### src/rtl/fft_result_streamer.sv
// ---------------------------------------------------------------------------
// fft_result_streamer
//
// Purpose:
//   Sits between the FFT core and the UART TX path. When the core strobes
//   fft_valid_i, the whole result frame (8, 16 or 32 complex bins) is copied
//   into a local buffer. The bins are then handed out one at a time, lowest
//   bin first, over a valid/ready handshake. Because the frame is held
//   locally, the FFT core can start its next transform during transmission.
//
// Ports:
//   clk           in   clock
//   rst           in   synchronous, active-high reset
//   fft_valid_i   in   one-cycle strobe: x_r_i / x_i_i hold a valid frame
//   fft_select_i  in   frame length, sampled with fft_valid_i
//                      (00 = 8, 01 = 16, 10 / 11 = 32)
//   x_r_i         in   real bins, bin k at [k*DATA_W +: DATA_W]
//   x_i_i         in   imaginary bins, same packing
//   coef_r_o      out  real part of the current bin
//   coef_i_o      out  imaginary part of the current bin
//   coef_idx_o    out  index of the current bin
//   coef_valid_o  out  current bin is valid
//   coef_ready_i  in   consumer accepts the current bin
//   tx_start_o    out  one-cycle pulse when a frame starts streaming
//   frame_done_o  out  one-cycle pulse after the last bin is accepted
//   busy_o        out  high while streaming or finishing a frame
//   overrun_o     out  one-cycle pulse when an incoming frame is dropped
// ---------------------------------------------------------------------------
module fft_result_streamer #(
  parameter int N_MAX  = 32,
  parameter int DATA_W = 16,
  parameter int IDX_W  = 5
) (
  input  logic                    clk,
  input  logic                    rst,
  input  logic                    fft_valid_i,
  input  logic [1:0]              fft_select_i,
  input  logic [N_MAX*DATA_W-1:0] x_r_i,
  input  logic [N_MAX*DATA_W-1:0] x_i_i,
  output logic [DATA_W-1:0]       coef_r_o,
  output logic [DATA_W-1:0]       coef_i_o,
  output logic [IDX_W-1:0]        coef_idx_o,
  output logic                    coef_valid_o,
  input  logic                    coef_ready_i,
  output logic                    tx_start_o,
  output logic                    frame_done_o,
  output logic                    busy_o,
  output logic                    overrun_o
);

  typedef enum logic [1:0] {
    ST_IDLE   = 2'd0,
    ST_STREAM = 2'd1,
    ST_DONE   = 2'd2
  } state_e;

  state_e state_q, state_d;

  // idx_q doubles as the visible bin index; last_idx_q holds len-1 so the
  // end-of-frame test is a plain equality compare and the index never wraps.
  logic [IDX_W-1:0]  idx_q, idx_d;
  logic [IDX_W-1:0]  last_idx_q, last_idx_d;

  logic [DATA_W-1:0] coef_r_q, coef_r_d;
  logic [DATA_W-1:0] coef_i_q, coef_i_d;
  logic              coef_valid_q, coef_valid_d;
  logic              tx_start_q, tx_start_d;
  logic              frame_done_q, frame_done_d;
  logic              busy_q, busy_d;
  logic              overrun_q, overrun_d;

  // Frame snapshot. Contents are only meaningful after a capture, so the
  // storage carries no reset.
  logic [DATA_W-1:0] buf_r_q [N_MAX];
  logic [DATA_W-1:0] buf_r_d [N_MAX];
  logic [DATA_W-1:0] buf_i_q [N_MAX];
  logic [DATA_W-1:0] buf_i_d [N_MAX];

  logic              transfer;
  logic              last_bin;
  logic [IDX_W-1:0]  next_idx;
  logic [IDX_W-1:0]  sel_last_idx;

  assign transfer = coef_valid_q && coef_ready_i;
  assign last_bin = (idx_q == last_idx_q);
  assign next_idx = idx_q + 1'b1;

  // Decode the frame length into its last valid index. Both 10 and 11 mean
  // a full-size frame.
  always_comb begin
    sel_last_idx = IDX_W'(N_MAX - 1);
    case (fft_select_i)
      2'b00:   sel_last_idx = IDX_W'(7);
      2'b01:   sel_last_idx = IDX_W'(15);
      default: sel_last_idx = IDX_W'(N_MAX - 1);
    endcase
  end

  // Next-state and next-output logic. Output data is registered: when a
  // frame is captured, bin 0 is taken straight from the input bus (the buffer
  // only holds it from the next cycle on); on each accepted bin the following
  // bin is read from the buffer so it appears the very next cycle with no
  // bubble. A stalled bin simply keeps its registers unchanged.
  always_comb begin
    state_d      = state_q;
    idx_d        = idx_q;
    last_idx_d   = last_idx_q;
    coef_r_d     = coef_r_q;
    coef_i_d     = coef_i_q;
    coef_valid_d = coef_valid_q;
    tx_start_d   = 1'b0;
    frame_done_d = 1'b0;
    buf_r_d      = buf_r_q;
    buf_i_d      = buf_i_q;

    // Any strobe that arrives while a frame is still owned is dropped.
    overrun_d    = fft_valid_i && (state_q != ST_IDLE);

    case (state_q)
      ST_IDLE: begin
        if (fft_valid_i) begin
          for (int k = 0; k < N_MAX; k++) begin
            buf_r_d[k] = x_r_i[k*DATA_W +: DATA_W];
            buf_i_d[k] = x_i_i[k*DATA_W +: DATA_W];
          end
          last_idx_d   = sel_last_idx;
          idx_d        = '0;
          coef_r_d     = x_r_i[DATA_W-1:0];
          coef_i_d     = x_i_i[DATA_W-1:0];
          coef_valid_d = 1'b1;
          tx_start_d   = 1'b1;
          state_d      = ST_STREAM;
        end
      end

      ST_STREAM: begin
        if (transfer) begin
          if (last_bin) begin
            // Clear the data outputs too, so idle looks the same as reset.
            idx_d        = '0;
            coef_r_d     = '0;
            coef_i_d     = '0;
            coef_valid_d = 1'b0;
            frame_done_d = 1'b1;
            state_d      = ST_DONE;
          end else begin
            idx_d    = next_idx;
            coef_r_d = buf_r_q[next_idx];
            coef_i_d = buf_i_q[next_idx];
          end
        end
      end

      ST_DONE: begin
        state_d = ST_IDLE;
      end

      default: begin
        state_d      = ST_IDLE;
        idx_d        = '0;
        coef_valid_d = 1'b0;
      end
    endcase

    busy_d = (state_d != ST_IDLE);
  end

  // Control state and registered outputs. Reset returns to an idle, silent
  // streamer with a full-size default length; any frame in flight is lost.
  always_ff @(posedge clk) begin
    if (rst) begin
      state_q      <= ST_IDLE;
      idx_q        <= '0;
      last_idx_q   <= IDX_W'(N_MAX - 1);
      coef_r_q     <= '0;
      coef_i_q     <= '0;
      coef_valid_q <= 1'b0;
      tx_start_q   <= 1'b0;
      frame_done_q <= 1'b0;
      busy_q       <= 1'b0;
      overrun_q    <= 1'b0;
    end else begin
      state_q      <= state_d;
      idx_q        <= idx_d;
      last_idx_q   <= last_idx_d;
      coef_r_q     <= coef_r_d;
      coef_i_q     <= coef_i_d;
      coef_valid_q <= coef_valid_d;
      tx_start_q   <= tx_start_d;
      frame_done_q <= frame_done_d;
      busy_q       <= busy_d;
      overrun_q    <= overrun_d;
    end
  end

  // Frame buffer storage, loaded only on a capture.
  always_ff @(posedge clk) begin
    buf_r_q <= buf_r_d;
    buf_i_q <= buf_i_d;
  end

  assign coef_r_o     = coef_r_q;
  assign coef_i_o     = coef_i_q;
  assign coef_idx_o   = idx_q;
  assign coef_valid_o = coef_valid_q;
  assign tx_start_o   = tx_start_q;
  assign frame_done_o = frame_done_q;
  assign busy_o       = busy_q;
  assign overrun_o    = overrun_q;

endmodule

### config.mk
export PLATFORM = sky130hd
export DESIGN_NAME = fft_result_streamer
export DESIGN_NICKNAME = d
export VERILOG_FILES = /design/src/rtl/fft_result_streamer.sv
export SDC_FILE = /design/constraint.sdc
export NUM_CORES = 1
export LEC_CHECK = 0
export ABC_AREA = 1
export BUFFER_PORTS_ARGS = -buffer_cell sky130_fd_sc_hd__buf_2
export CAP_MARGIN = 30
export CORE_AREA = 2 2 417 419
export CTS_BUF_LIST = sky130_fd_sc_hd__clkbuf_8
export CTS_CLUSTER_DIAMETER = 150
export CTS_CLUSTER_SIZE = 14
export DETAILED_ROUTE_END_ITERATION = 10
export DIE_AREA = 0 0 419 421
export RECOVER_POWER = 25
export SYNTH_ARGS = -nofsm -noshare
export SYNTH_HDL_FRONTEND = slang
export SYNTH_SLANG_ARGS = --single-unit
### constraint.sdc
create_clock -name clk -period 50.9 [get_ports clk]
set_input_delay 10.18 -clock clk [delete_from_list [all_inputs] [get_ports clk]]
set_output_delay 10.18 -clock clk [all_outputs]
set_load 0.02 [all_outputs]
[Word-level counts from Yosys, hierarchy flattened]
Cells that the tools add are included.
Storage, ports and cells
  register bits after elaboration: 1073
  latch bits: 0
  bits in writable memories: 0
  memory bits (read-only): 0
  output and inout bits: 42
  word-level logic and storage cells: 130
  memories: 0
Operators by class
  $add $sub $neg: 1
  multiply operators: 0
  div/mod/pow operators: 0
  $lt $le $gt $ge: 1
  equality and inequality tests: 7
  shifts and indexed selects: 0
  mux-type cells: 29
  bitwise gates (word level): 5
  reductions and logical operators: 13
Operator list (number)
  binary-select mux 16 bit (select 5 bit): 2
  two-way mux 16 bit: 10
  case mux 16 bit (2 select lines): 2
  two-way mux 5 bit: 3
  case mux 5 bit (3 select lines): 1
  case mux 5 bit (2 select lines): 1
  >= comparator 6 bit (second input constant): 1
  two-way mux 2 bit: 3
  inequality test 2 bit (second input constant): 3
  NOT 5 -> 6 bit: 1
  AND reduction 3 bit: 2
  nonzero test 2 bit: 3
  adder 5 x 1 -> 5 bit (second input constant): 1
  == test 5 bit: 1
  two-way mux 1 bit: 5
  == test 2 x 1 -> 1 bit (second input constant): 2
  logical NOT 2 bit: 2
  NOT 1 bit: 4
  case mux 2 bit (2 select lines): 1
  AND reduction 4 bit: 1
  case mux 1 bit (3 select lines): 1
  OR reduction 3 bit: 1
  == test 2 bit (second input constant): 1
  logical AND 1 bit: 2
  2 further kinds: 2

[Depth between registers and ports, before layout]
Gate-level depths: netlist (run 1).
  depth in word-level cells: 8
  depth in mapped cells: 13
  mapped depth without buffers: 9

[Least setup slack after synthesis (run 1)]
No wires, ideal clock.
  path kind: input-to-reg
  from: input fft_valid_i
  to: register coef_r_q[2], in the netlist coef_r_o[2]
  library setup time: 70 ps
  arrival time: 33497 ps
  required time: 50830 ps
  path slack: 17333 ps
  stages on the path: 7
  path buffers: 1
  cell sequence: nand2_1 inv_1 nor2_1 inv_1 clkbuf_1 o21ai_0 a21oi_1
Between the ends
  cells in the longest elaborated chain, start to end: 2
Ends and longest elaborated chain
  start: declaration: line 36  | input logic fft_valid_i,
  inequality test 2 bit (no source line)
  AND reduction 3 bit (no source line)
  end signal: assignment: line 186  | coef_r_q <= coef_r_d;
  end: declaration: line 64  | logic [DATA_W-1:0] coef_r_q, coef_r_d;
No other way between the ends.
A chain may end at the register's enable or synchronous reset.

[Worst setup path in the final report (run 1)]
  from: input fft_valid_i
  to: register buf_i_q[154] in the netlist's numbering (enable)
Between the ends
  cells in the longest elaborated chain, start to end: 1
Ends and longest elaborated chain
  AND reduction 2 bit (no source line)
  end signal: assignment: line 199  | buf_i_q <= buf_i_d;
  end: declaration: line 76  | logic [DATA_W-1:0] buf_i_q [N_MAX];
No other way between the ends.

==> qor.txt, run 1 <==
Status = finished clean
Commonest non-fill, non-tap cell in the layout = nand2_1
Die area = 176000 µm²
Cell mode on critical path = buf_4
Worst EP required = 51.32 ns
Slowest CP cell = buf_4
Post-DRT Antenna Nets = 0
Drt first pass iters = 6
Max FO, Critical Path = 81
Clock root buffer = clkbuf_8
RSZ-0062 raised after global routing = false
Worst-path clk slew = 0.10 ns
Share of cells above drive strength 1 = 23.8%
Htree depth = 3
CP Class = primary input to register
Most frequent cells in the layout = nand2_1 (1621), buf_2 (1058), edfxtp_1 (1024)
Synth warnings = 0
Critical-path cell list = buf_2 -> nand2_1 -> inv_8 -> buf_4 -> buf_4 -> buf_4 -> buf_4
Rel. slew slack = 32.8%
CTS buffer count = 88
Core ar. = 172000 µm²
DRT iter0 DRCs = 3299
Distinct cells, synth = 27
Post-CTS Setup Bufs = 0
Worst-Margin Slew = 1.01 ns
First-pass GRT wire length = 249000 µm
DR WL/cell = 24.6 µm
Routed wl met2 = 92900 µm
Hpwl dp = 138000 µm
Worst skew pair latency = 0.86 ns
Dpl cells = 7334
Max layer used = met5
Via density = 4.54
Fmax = 70.6 MHz
DRC = 0
Power Dens Cells = 35.0 nW/µm²
Total track usage = 20.2%
Syn_nets = 5151
Layout fillers = 17.9k
VDD IR max = 0.0229 mV
Clock Sinks = 1070
Slowest cell delay on critical path = 0.90 ns
Vias in the first global route = 32.7k
Die H = 421 µm
TritonCTS clock tree = done
Metal-1 WL = 71100 µm
Worst Path Arrival = 14.59 ns
Final-report hold violation count = 0
Width of the chip = 419 µm
Final Max Tran Viols = 0
Layout Cells excl Fill = 7527
Vias post-DR = 34.1k
Nets@finish = 6134
IO Port Bufs = 1071
Area Overhead vs Synth = 20.8%
Max Cap Viol = 0
Seq. cell area = 31700 µm²
Hold-fix buffers, CTS = 0
Final min period = 14.17 ns
Met3 Wirelength = 13500 µm
Post-Synthesis Cells = 4120
Site Rows = 153
Leakage = 23.1 nW
GRT overflow = 0
Cell Area, Synth = 44500 µm²
Clk buf depth = 3
#FFs+latches synth = 1070
Setup TNS = 0 ns
Sequential share of the synthesized area = 71.2%
Gp weighted congestion = 0.918
Post-CTS Resized = 0
Initial Util = 25.8%
Skew final = 0.0767 ns
Endpoint type of the worst setup path = register
Final Cycle Share = 27.8%
Antenna violations before repair = 91
Largest net degree at the start of global routing = 142
Area of the multi-input gates = 10400 µm²
Post-synthesis average cell area = 10.8 µm²
Final setup violation count = 0
Final wirelength = 185000 µm
Crit start category = primary input
Boundary pin count = 1072
HP Class = register to register
power by group:
| group | switching, W | total (W) | internal, W |
|---|---|---|---|
| logic | 0.000264 | 0.000365 | 0.000101 |
| registers | 0.0000169 | 0.00105 | 0.00103 |
| clock network | 0.000303 | 0.000466 | 0.000163 |
| total | 0.000583 | 0.00188 | 0.00130 |
registers in the layout (all words and copies together), names as in the netlist, 2 cells and up:
register / count
state_q: 2
coef_r_o: 16
coef_idx_o: 5
buf_i_q: 512
coef_i_o: 16
buf_r_q: 512
last_idx_q: 2
Yosys cell counts, drive strengths merged:
master | instances | area share, %
xor2 | 4 | 0.11
o21ai | 64 | 0.72
nor4 | 2 | 0.028
nor3 | 2 | 0.034
or2 | 1 | 0.014
a21oi | 68 | 0.76
nand2 | 1621 | 14
nor2 | 66 | 0.57
a211oi | 2 | 0.034
ha | 1 | 0.028
xnor2 | 1 | 0.020
inv | 336 | 2.8
clkbuf | 48 | 0.40
edfxtp | 1024 | 69
clkinv | 1 | 0.0084
o211ai | 5 | 0.084
dfxtp | 46 | 2.1
buf | 185 | 2.3
nand3 | 643 | 7.2
through the flow:
| step | utilization, % | setup slack [ns] | instance area [µm²] | total power, W | hold WS (ns) |
|---|---|---|---|---|---|
| after global placement | 30.2 | 35.53 | 52100 | 0.00144 | 0.474 |
| after global routing | 31.1 | 36.52 | 53700 | 0.00197 | 0.510 |
| final | 31.2 | 36.73 | 53800 | 0.00188 | 0.489 |
| after floorplan | - | 17.33 | 44500 | 0.00132 | 0.446 |
| after detailed placement | 30.2 | 35.38 | 52100 | 0.00144 | 0.474 |
| after CTS | 31.0 | 36.32 | 53500 | 0.00191 | 0.489 |
worst paths after layout:
kind | startpoint | to | slack (ns) | cells past startpoint
max | fft_valid_i | buf_i_q[154]$_DFFE_PP_ | 36.73 | 7
min | coef_valid_o$_SDFFE_PP0P_ | coef_valid_o$_SDFFE_PP0P_ | 0.49 | 2
max reg2reg | state_q[1]$_SDFF_PP0_ | buf_i_q[154]$_DFFE_PP_ | 45.69 | 7
min reg2reg | coef_valid_o$_SDFFE_PP0P_ | coef_valid_o$_SDFFE_PP0P_ | 0.49 | 2
routing by layer:
layer,up-vias,GRT usage (%)
met2,1544,34.8
met1,16500,24.2
met4,36,8.93
met5,-,0
met3,317,4.39
li1,15700,-
layout make-up:
cell class	count	area share, %
flip-flops and latches	1070	58.9
multi-input cells	2480	19.4
repair buffers	1126	10.9
well taps	2325	5.41
inverters	337	2.40
clock buffers	89	2.28
clock inverters	41	0.403
diodes	59	0.275
critical path: cells and delay by family:
| family | cells | cell delay, ns |
|---|---|---|
| buf+inv | 6 | 3.96 |
| simple gates | 1 | 0.20 |
kinds of logic (layout without fill, tap and decap cells):
family                     count (synthesis)  after routing  share of synthesized area [%]
xor gates and xnor gates                   5              5                          0.132
buffers and inverters                    570           1593                           5.50
DFF                                     1070           1070                           71.2
adders and majority gates                  1              1                         0.0281
AOI/OAI and AO/OA                        139            139                           1.60
other                                      0             59                              0
and+or+nand+nor                         2335           2335                           21.6
(Power assumes the default switching activity.)
==> run 2: changes to the inputs <==
clock period = 12.5 ns   (was 50.9 ns; I/O delays follow)
==> run 2 against run 1 <==
  * Cell area about the same
  * Via count increased by 0.33%
  * Highest routed layer unchanged
  * Non-clock buffer count is 13 lower
  * Clock skew decreased by 0.010 ns
  * Largest cell class unchanged
  * Clock power rose to 4.1 times the previous value
==> qor.txt, run 2 (synthesis gave the netlist of run 1 again) <==
Final-report hold violation count = 0
Endpoint type of the worst setup path = register
Drt first pass iters = 7
Share of cells above drive strength 1 = 23.4%
Crit start category = primary input
Fmax = 188 MHz
Worst skew pair latency = 0.88 ns
CP Class = primary input to register
Vias post-DR = 34.3k
Worst EP required = 13.02 ns
Largest registers = buf_i_q: 512 flops, buf_r_q: 512 flops
Htree depth = 3
Met3 Wirelength = 12400 µm
Vias in the first global route = 32.8k
Power Dens Cells = 143 nW/µm²
Final Cycle Share = 42.7%
Layout Cells excl Fill = 7529
Dpl cells = 7323
Hold-fix buffers, CTS = 0
DR WL/cell = 24.6 µm
Width of the chip = 419 µm
VDD IR max = 0.0944 mV
Post-CTS Resized = 0
DRT iter0 DRCs = 3144
First-pass GRT wire length = 249000 µm
Hpwl dp = 137000 µm
Setup TNS = 0 ns
DRC = 0
Worst Path Arrival = 5.85 ns
Skew final = 0.0662 ns
Die area = 176000 µm²
Final worst setup slack = 7.17 ns
Antenna violations before repair = 93
Max layer used = met5
Status = finished clean
Final wirelength = 185000 µm
Max Cap Viol = 0
Via density = 4.55
CTS buffer count = 88
Total track usage = 20.2%
Clock Sinks = 1070
Leakage = 23.0 nW
Post-CTS Setup Bufs = 0
Gp weighted congestion = 0.897
Worst-Margin Slew = 1.21 ns
Core ar. = 172000 µm²
Worst-path clk slew = 0.09 ns
RSZ-0062 raised after global routing = false
Site Rows = 153
Largest net degree at the start of global routing = 184
TritonCTS clock tree = done
Clock root buffer = clkbuf_8
Post-DRT Antenna Nets = 0
Boundary pin count = 1072
Rel. slew slack = 19.0%
DP Worst Slack = 6.44 ns
Max FO, Critical Path = 172
Initial Util = 25.8%
Clk buf depth = 3
Routed wl met2 = 91400 µm
Nets@finish = 6121
GRT overflow = 0
Final Max Tran Viols = 0
IO Port Bufs = 1071
HP Class = register to register
Die H = 421 µm
Metal-1 WL = 71800 µm
Commonest non-fill, non-tap cell in the layout = nand2_1
Area Overhead vs Synth = 20.8%
Final setup violation count = 0
Most frequent cells in the layout = nand2_1 (1620), buf_2 (1043), edfxtp_1 (1024)
Final min period = 5.33 ns
Overall power = 0.00769 W
==> run 2: cell types whose count changed in the layout (fill, tap and decap cells not counted), sizes merged <==
cell	change
clkbuf	+14
diode	+5
clkinv	-4
buf	-28
inv	+11
clkinvlp	+4
==> run 2: cell type report <==
cell class	instances	area [µm²]
Antenna cell	64	160
Clock buffer	88	1210
Clock inverter	52	274
Fill cell	17900	119000
Inverter	337	1290
Multi-Input combinational cell	2480	10400
Sequential cell	1070	31700
Tap cell	2325	2910
Timing Repair Buffer	1113	5810
==> run 2: path summary, 6_finish.rpt <==
kind	from	end	slack, ns	cells after the start
hold reg to reg	last_idx_q[3]$_SDFFE_PP1P_	last_idx_q[3]$_SDFFE_PP1P_	0.50	2
hold / removal	last_idx_q[3]$_SDFFE_PP1P_	last_idx_q[3]$_SDFFE_PP1P_	0.50	2
setup / recovery	fft_valid_i	buf_r_q[473]$_DFFE_PP_	7.17	6
setup reg to reg	coef_idx_o[0]$_SDFFE_PP0P_	coef_i_o[10]$_SDFFE_PP0P_	7.90	10
==> run 2: worst max-delay path: stages <==
cell and delay [ns]:
buf_2 0.12, nand2_2 0.11, clkinvlp_4 0.54, buf_12 0.53, buf_12 0.63, buf_12 0.57
==> run 2: per-stage QoR <==
step / utilization (%) / area, µm² / hold WS [ns]
2_1_floorplan: - / 44500 / 0.446
5_1_grt: 31.1 / 53700 / 0.524
6_report: 31.2 / 53800 / 0.496
3_5_place_dp: 30.2 / 52100 / 0.475
3_3_place_gp: 30.2 / 52100 / 0.479
4_1_cts: 31.1 / 53600 / 0.497
==> run 2: report_power, final <==
| group | internal, W | total (W) | leakage, nW | switching (W) |
|---|---|---|---|---|
| Combinational | 0.000412 | 0.00148 | 12.0 | 0.00107 |
| Clock | 0.000667 | 0.00192 | 0.899 | 0.00126 |
| Sequential | 0.00421 | 0.00428 | 10.1 | 0.0000722 |
==> run 2: layer usage <==
layer | track usage (%) | up-vias
li1 | - | 15700
met1 | 24.4 | 16600
met2 | 34.3 | 1561
met3 | 4.22 | 347
met4 | 9.77 | 26
met5 | 0 | -
